**config.mk**
```make
export PLATFORM = sky130hd
export DESIGN_NAME = tx_uart_serialiser
export DESIGN_NICKNAME = d
export VERILOG_FILES = /design/src/rtl/tx_pkg.sv /design/src/rtl/tx_baud_tick.sv /design/src/rtl/tx_uart_serialiser.sv
export SDC_FILE = /design/constraint.sdc
export NUM_CORES = 1
export LEC_CHECK = 0
export CORE_ASPECT_RATIO = 0.8
export CORE_MARGIN = 2
export CORE_UTILIZATION = 30
export CTS_CLUSTER_SIZE = 40
export DETAILED_ROUTE_END_ITERATION = 8
export HOLD_SLACK_MARGIN = 0.05
export PLACE_DENSITY_LB_ADDON = 0.05
export SYNTH_ARGS = -nofsm -noshare
export SYNTH_HDL_FRONTEND = slang
export SYNTH_SLANG_ARGS = --single-unit
```
**constraint.sdc**
```tcl
create_clock -name clk -period 2.15 [get_ports clk]
set_clock_uncertainty 0.05 [all_clocks]
set_input_delay 0.43 -clock clk [delete_from_list [all_inputs] [get_ports clk]]
set_output_delay 0.43 -clock clk [all_outputs]
set_load 0.03 [all_outputs]
```
**src/rtl/tx_pkg.sv**
```systemverilog
// ============================================================================
// Module      : tx_pkg
// Description : Shared definitions for the UART transmit chain: FSM state
//               encodings, frame geometry and the default bit period.
// Revision    : 1.0 - initial release
// ============================================================================
`default_nettype none

package tx_pkg;

  // Transmitter FSM states; encodings are shared with the rest of the tx chain.
  typedef enum logic [1:0] {
    IDLE  = 2'd0,
    START = 2'd1,
    DATA  = 2'd2,
    STOP  = 2'd3
  } tx_state_e;

  // Data bits carried by one 8N1 frame.
  localparam int FRAME_BITS = 8;

  // Default clock cycles per serial bit (e.g. 50 MHz / 115200 baud).
  localparam int DEFAULT_CLKS_PER_BIT = 434;

endpackage : tx_pkg

`default_nettype wire

```
**src/rtl/tx_baud_tick.sv**
```systemverilog
// ============================================================================
// Module      : tx_baud_tick
// Description : Bit-period divider. Pulses tick on the last cycle of every
//               CLKS_PER_BIT-cycle bit period; restart re-aligns the period
//               to the following cycle.
// Revision    : 1.0 - initial release
// ============================================================================
`default_nettype none

module tx_baud_tick #(
  parameter int CLKS_PER_BIT = 434
) (
  input  logic clk,
  input  logic reset,
  input  logic restart,
  output logic tick
);

  localparam int                CW   = $clog2(CLKS_PER_BIT);
  localparam logic [CW-1:0]     LAST = CW'(CLKS_PER_BIT - 1);

  logic [CW-1:0] count;

  assign tick = (count == LAST);

  // Count 0..CLKS_PER_BIT-1, reloading to zero at each boundary or on restart.
  always_ff @(posedge clk or negedge reset) begin
    if (!reset) begin
      count <= '0;
    end else if (restart || tick) begin
      count <= '0;
    end else begin
      count <= count + CW'(1);
    end
  end

endmodule : tx_baud_tick

`default_nettype wire

```
**src/rtl/tx_uart_serialiser.sv**
```systemverilog
// ============================================================================
// Module      : tx_uart_serialiser
// Description : 8N1 UART transmitter. Accepts a byte on a tx_start pulse in
//               IDLE and shifts out start, 8 data bits (LSB first) and stop,
//               each held for CLKS_PER_BIT cycles. All outputs are registered.
// Revision    : 1.0 - initial release
// ============================================================================
`default_nettype none

module tx_uart_serialiser
  import tx_pkg::*;
#(
  parameter int CLKS_PER_BIT = DEFAULT_CLKS_PER_BIT
) (
  input  logic       clk,
  input  logic       reset,
  input  logic       tx_start,
  input  logic [7:0] tx_data,
  output logic       tx_serial,
  output logic       tx_busy,
  output logic       tx_done
);

  tx_state_e             state;
  logic [FRAME_BITS-1:0] shreg;
  logic [2:0]            bit_idx;
  logic                  tick;
  logic                  accept;

  // A request is only honoured from IDLE (including the tx_done cycle).
  assign accept = (state == IDLE) && tx_start;

  tx_baud_tick #(
    .CLKS_PER_BIT (CLKS_PER_BIT)
  ) u_baud_tick (
    .clk     (clk),
    .reset   (reset),
    .restart (accept),
    .tick    (tick)
  );

  // Frame sequencer: state, shift register and registered line/status outputs.
  always_ff @(posedge clk or negedge reset) begin
    if (!reset) begin
      state     <= IDLE;
      shreg     <= '0;
      bit_idx   <= '0;
      tx_serial <= 1'b1;
      tx_busy   <= 1'b0;
      tx_done   <= 1'b0;
    end else begin
      tx_done <= 1'b0;
      case (state)
        IDLE: begin
          if (tx_start) begin
            state     <= START;
            shreg     <= tx_data;
            bit_idx   <= '0;
            tx_serial <= 1'b0;
            tx_busy   <= 1'b1;
          end
        end
        START: begin
          if (tick) begin
            state     <= DATA;
            tx_serial <= shreg[0];
            shreg     <= {1'b0, shreg[FRAME_BITS-1:1]};
          end
        end
        DATA: begin
          if (tick) begin
            if (bit_idx == 3'(FRAME_BITS - 1)) begin
              state     <= STOP;
              tx_serial <= 1'b1;
            end else begin
              bit_idx   <= bit_idx + 3'd1;
              tx_serial <= shreg[0];
              shreg     <= {1'b0, shreg[FRAME_BITS-1:1]};
            end
          end
        end
        STOP: begin
          if (tick) begin
            state   <= IDLE;
            tx_busy <= 1'b0;
            tx_done <= 1'b1;
          end
        end
        default: begin
          state <= IDLE;
        end
      endcase
    end
  end

endmodule : tx_uart_serialiser

`default_nettype wire

```
# Yosys cells after proc, flatten, opt, wreduce, memory -nomap -nowiden
# Index checks and enable logic that the tools add are counted.
# word_totals
reg_bits	25
output_inout_bits	3
inputBits	11
# op_classes
eq_ne	11
mux	26
add_sub_neg	2
n_reduce_logical	11
# op_table
cell	n
8-bit two-way mux	4
8-bit one-hot mux with 3 select lines	1
2-bit two-way mux	5
5-bit AND reduction	2
9-bit by 1-bit adder with 9-bit output, second input constant	1
9-bit == test, second input constant	1
3-bit two-way mux	3
9-bit two-way mux	1
1-bit two-way mux	8
2-bit one-hot mux with 4 select lines	1
4-bit AND reduction	2
2-bit by 1-bit inequality test with 1-bit output, second input constant	3
2-bit inequality test, second input constant	3
3-bit one-hot mux with 2 select lines	1
2-bit == test, second input constant	2
2-bit nonzero test	2
3-bit by 1-bit adder with 3-bit output, second input constant	1
3-bit == test, second input constant	1
1-bit one-hot mux with 3 select lines	1
3-bit AND reduction	1
3-bit nonzero test	1
2-bit by 1-bit == test with 1-bit output, second input constant	1
2-bit logical NOT	1
1-bit one-hot mux with 2 select lines	1
2 further kinds	2

# Longest topological paths before layout
# depth
ltp_word	4
depth_mapped	7
ltp_nobuf	6

# By module
# Synthesis repeated with hierarchy kept, for this count alone.
# hier_totals
cells_unflattened	126
area_unflattened_um2	1441.4
# by_module_without_submodules
mod	area_each_um2	n_inst	cells_per_inst	seq_area_each_um2
tx_uart_serialiser	955.9	1	78	401.6
tx_baud_tick	485.5	1	48	225.2

# Least setup slack after synthesis
# OpenSTA, ideal clock, no wires.
# synth_timing
kind	register to register
startpoint	register state[0]
endpoint	register shreg[0]
required_ns	1.975
setup_slack_ns	0.293
setup_ns	0.125
path_buffers	1
t_arrival_ns	1.682
stages_incl_launch_ff	7
path_cell_list	dfrtp_1 inv_1 ha_1 clkbuf_1 nor2_1 o21ai_2 mux2_2
# synth_between
elab_chain_len	3
elab_cells_between_ends	10
classes_between	eq/ne (6); mux (1); reduce/logical (3)
# synth_lines
element	line	rtl
start: declaration	tx_uart_serialiser.sv:24	tx_state_e state;
start signal: assignment	tx_uart_serialiser.sv:45	state <= IDLE;
start signal: assignment	tx_uart_serialiser.sv:56	state <= START;
start signal: assignment	tx_uart_serialiser.sv:65	state <= DATA;
2-bit == test, or another cell as far along	tx_uart_serialiser.sv:53	case (state)
2-bit inequality test (no source line), or another cell as far along	-	
5-bit AND reduction (no source line)	-	
end signal: assignment	tx_uart_serialiser.sv:57	shreg <= tx_data;
end signal: assignment	tx_uart_serialiser.sv:67	shreg <= {1'b0, shreg[FRAME_BITS-1:1]};
end signal: assignment	tx_uart_serialiser.sv:78	shreg <= {1'b0, shreg[FRAME_BITS-1:1]};
end: declaration	tx_uart_serialiser.sv:25	logic [FRAME_BITS-1:0] shreg;
# Several ways; a longest one is shown, not always the timed one.
# A chain may end at the register's enable or synchronous reset.

# Final worst setup path
# layout_timing
startpoint	register tx_serial
endpoint	output port tx_serial
# layout_lines
element	line	rtl
start: declaration	tx_uart_serialiser.sv:19	output logic tx_serial,
start signal: assignment	tx_uart_serialiser.sv:66	tx_serial <= shreg[0];
start signal: assignment	tx_uart_serialiser.sv:77	tx_serial <= shreg[0];
# No word-level cell between the ends.

==> flow_summary_export.csv <==
group,metric,value,unit
pwr,pwr-share-clk,0.138,
timing,holdWs,0.444,ns
pwr,p_int,1.30,mW
finish,seq_area,627,µm²
setup_path,worstReg2RegStart,"u_baud_tick.count[1]$_DFF_PN0_",
logic_synthesis,synth_largest_area_cell,"dfrtp_1",
timing,rsz0062_at_grt,"no",
timing,finalSetupTns,0,ns
finish,diodes,0,
setup_path,cpMaxStageDelayCell,"clkdlybuf4s50_1",
setup_path,end_kind,"output port",
pwr,peakVddDrop,603,µV
logic_synthesis,ys_seq_area_frac,0.460,
pwr,p_switching,726,µW
hold_path,hold_path.class,"register to register",
setup_path,crit_family,"buffers and inverters",
setup_path,worstReg2RegEnd,"state[1]$_DFFE_PN0P_",
setup_path,worstPathCellList,"clkdlybuf4s50_1",
pwr,powerDensity,1250,nW/µm²
timing,max_slew_margin,0.553,
logic_synthesis,synth_cell_types,34,
detailed_routing,initialDrtViolationCount,55,
die,fp-row-count,21,
logic_synthesis,synthCells,122,
cts,cts-root-buf,"clkbuf_8",
detailed_routing,wl,2500,µm
finish,fillers,427,
die,ios,14,
logic_synthesis,async_flop_share,1.00,
setup_path,rrSetupSlack,0.22,ns
pwr,combPwrFrac,0.492,
detailed_routing,drc_errors,0,
die,dieHeight,64.3,µm
setup_path,slowest_delay,0.68,ns
placement,gp_congestion,0.774,
finish,drive_gt1_frac,0.203,
detailed_routing,post_drt_wl_per_cell,12.8,µm
finish,fin_nets,159,
timing,slew_violations,0,
setup_path,critPathKind,"register to output port",
pwr,total_leakage_power,0.661,nW
setup_path,cp-start-kind,"register",
hold_path,holdPathStages,1,
timing,fin_crit,1.97,ns
finish,area.growth.synth_to_final,18.4,%
logic_synthesis,ys_warn_count,0,
cts,htree_levels,1,
die,dieArea,5100,µm²
global_route,grt_pass1_vias,898,
logic_synthesis,synthTopCellsByCount,"dfrtp_1 (24), mux2_2 (16), nand2_1 (12)",
die,fp.dieW,79.3,µm
timing,worstMarginPinSlew,0.666,ns
logic_synthesis,synth.most_common_cell,"dfrtp_1",
detailed_routing,vias,915,
logic_synthesis,synth_area_leaders,"dfrtp_1 (44%), mux2_2 (13%), ha_1 (8.3%)",
setup_path,cp.arrival,1.49,ns
logic_synthesis,synth_area,1360,µm²
placement,io_buffers,13,
die,initial_core_util,0.318,
logic_synthesis,syn-num-nets,142,
cts,holdBufCountCts,0,
timing,setup_viol,0,
placement,dp.cells,191,
logic_synthesis,ys.flop_type,"dfrtp_1",
finish,multi_input_area,707,µm²
timing,fmax,507,MHz
hold_path,holdPathEnd,"u_baud_tick.count[0]$_DFF_PN0_",
global_route,grt.total_usage,0.116,
setup_path,r2r.worst_path.cells,6,
logic_synthesis,synth_area_per_cell,11.2,µm²
die,core,4280,µm²
status,outcome,"completed",
cts,cts_num_sinks,25,
pwr,power_frac_seq,0.369,
cts,tritoncts,"yes",
setup_path,crit_start,"tx_serial$_DFFE_PN1P_",
setup_path,critPathRequiredTime,1.67,ns
pwr,swShare,0.359,
hold_path,hp-start,"u_baud_tick.count[0]$_DFF_PN0_",
flow_run,drv_cap,0,
timing,fin_crit_sh,0.918,
detailed_routing,antenna_left,0,
cts,clkTransAtPathRegs,0.09,ns
placement,hpwl,1860,µm
logic_synthesis,synth_edf_count,0,
global_route,overflow,0,
logic_synthesis,ys_ff_latch,25,
global_route,grt_max_degree,26,
global_route,grt_pass1_wl,4520,µm
logic_synthesis,synth_top_area_share,0.441,
timing,hold_violations,0,
finish,stdcell_count,195,
cts,cts_buffers,3,
detailed_routing,viasPerCell,4.69,
global_route,antenna_found_initial,0,
setup_path,worst-path-buf-inv,1,
setup_path,crit_path_max_fanout,2,
cts,cts_buffer_depth,2,
cts,clk_latency,0.27,ns
detailed_routing,drtPass1Iterations,4,
[cells by family after synthesis]
group | after synthesis | synth area share
XOR/XNOR | 5 | 0.0322
AND/OR/NAND/NOR | 40 | 0.174
AO/OA/AOI/OAI | 19 | 0.0965
adder cells (fa/ha/maj) | 9 | 0.0827
flip-flops | 25 | 0.460
buffers and inverters | 8 | 0.0221
multiplexers | 16 | 0.132
[worst max path at each step]
| stage | endpoint | slack, ns | cells past startpoint |
|---|---|---|---|
| finish | tx_serial | 0.18 | 1 |
| detailed placement | shreg[2]$_DFFE_PN0P_ | 0.15 | 5 |
| CTS | shreg[2]$_DFFE_PN0P_ | 0.14 | 5 |
| global placement | shreg[0]$_DFFE_PN0P_ | 0.18 | 5 |
| global route | state[1]$_DFFE_PN0P_ | 0.06 | 6 |
| floorplan | shreg[0]$_DFFE_PN0P_ | 0.29 | 6 |
[layout make-up]
cell class | count | area share
Timing Repair Buffer | 14 | 0.0854
Sequential cell | 25 | 0.389
Clock buffer | 3 | 0.0256
Clock inverter | 1 | 0.00311
Multi-Input combinational cell | 89 | 0.439
Inverter | 6 | 0.0140
Tap cell | 57 | 0.0443
[metrics by stage]
| step | cell area, µm² | util | worst slack, ns | total power [mW] |
|---|---|---|---|---|
| floorplan | 1360 | - | 0.293 | 1.53 |
| global placement | 1560 | 0.365 | 0.178 | 1.73 |
| detailed placement | 1560 | 0.365 | 0.154 | 1.76 |
| finish | 1610 | 0.376 | 0.176 | 2.02 |
| global route | 1610 | 0.376 | 0.0601 | 2.22 |
| CTS | 1610 | 0.376 | 0.139 | 2.05 |
[cell usage in the layout, fill, tap and decap left out, types with 2 or more instances in the layout]
cell type	count
nand2_1	12
mux2_2	16
dfrtp_1	24
a21oi_1	3
nand4b_1	3
nor3_1	2
inv_1	6
or3_1	3
o21ai_0	5
nor2_1	8
o211ai_1	4
xnor2_1	3
clkbuf_8	3
xor2_1	2
ha_1	8
clkdlybuf4s50_1	13
nand3_1	3
[what timing repair did]
item	CTS	global route
setup buffers	0	0
endpoints found under the setup margin	0	8
resized for setup	0	1
[power groups by stage]
stage | sequential [mW] | clock [mW] | combinational (mW)
after floorplan | 0.736 | 0 | 0.796
after global placement | 0.747 | 0 | 0.982
after detailed placement | 0.755 | 0 | 1.00
after CTS | 0.746 | 0.296 | 1.01
after global routing | 0.770 | 0.323 | 1.13
final | 0.746 | 0.279 | 0.995
[registers in the layout (all words and copies together), names as in the netlist]
signal / flops
tx_serial: 1
bit_idx: 3
u_baud_tick.count: 9
tx_done: 1
state: 2
tx_busy: 1
shreg: 8
[layer usage]
layer,GRT usage,vias up,share of wire
li1,-,469,-
met5,0,-,0
met3,0.0395,4,0.035
met1,0.163,431,0.54
met4,0.0323,0,0.012
met2,0.167,11,0.42
No activity file was read; power rests on OpenSTA's default activity.
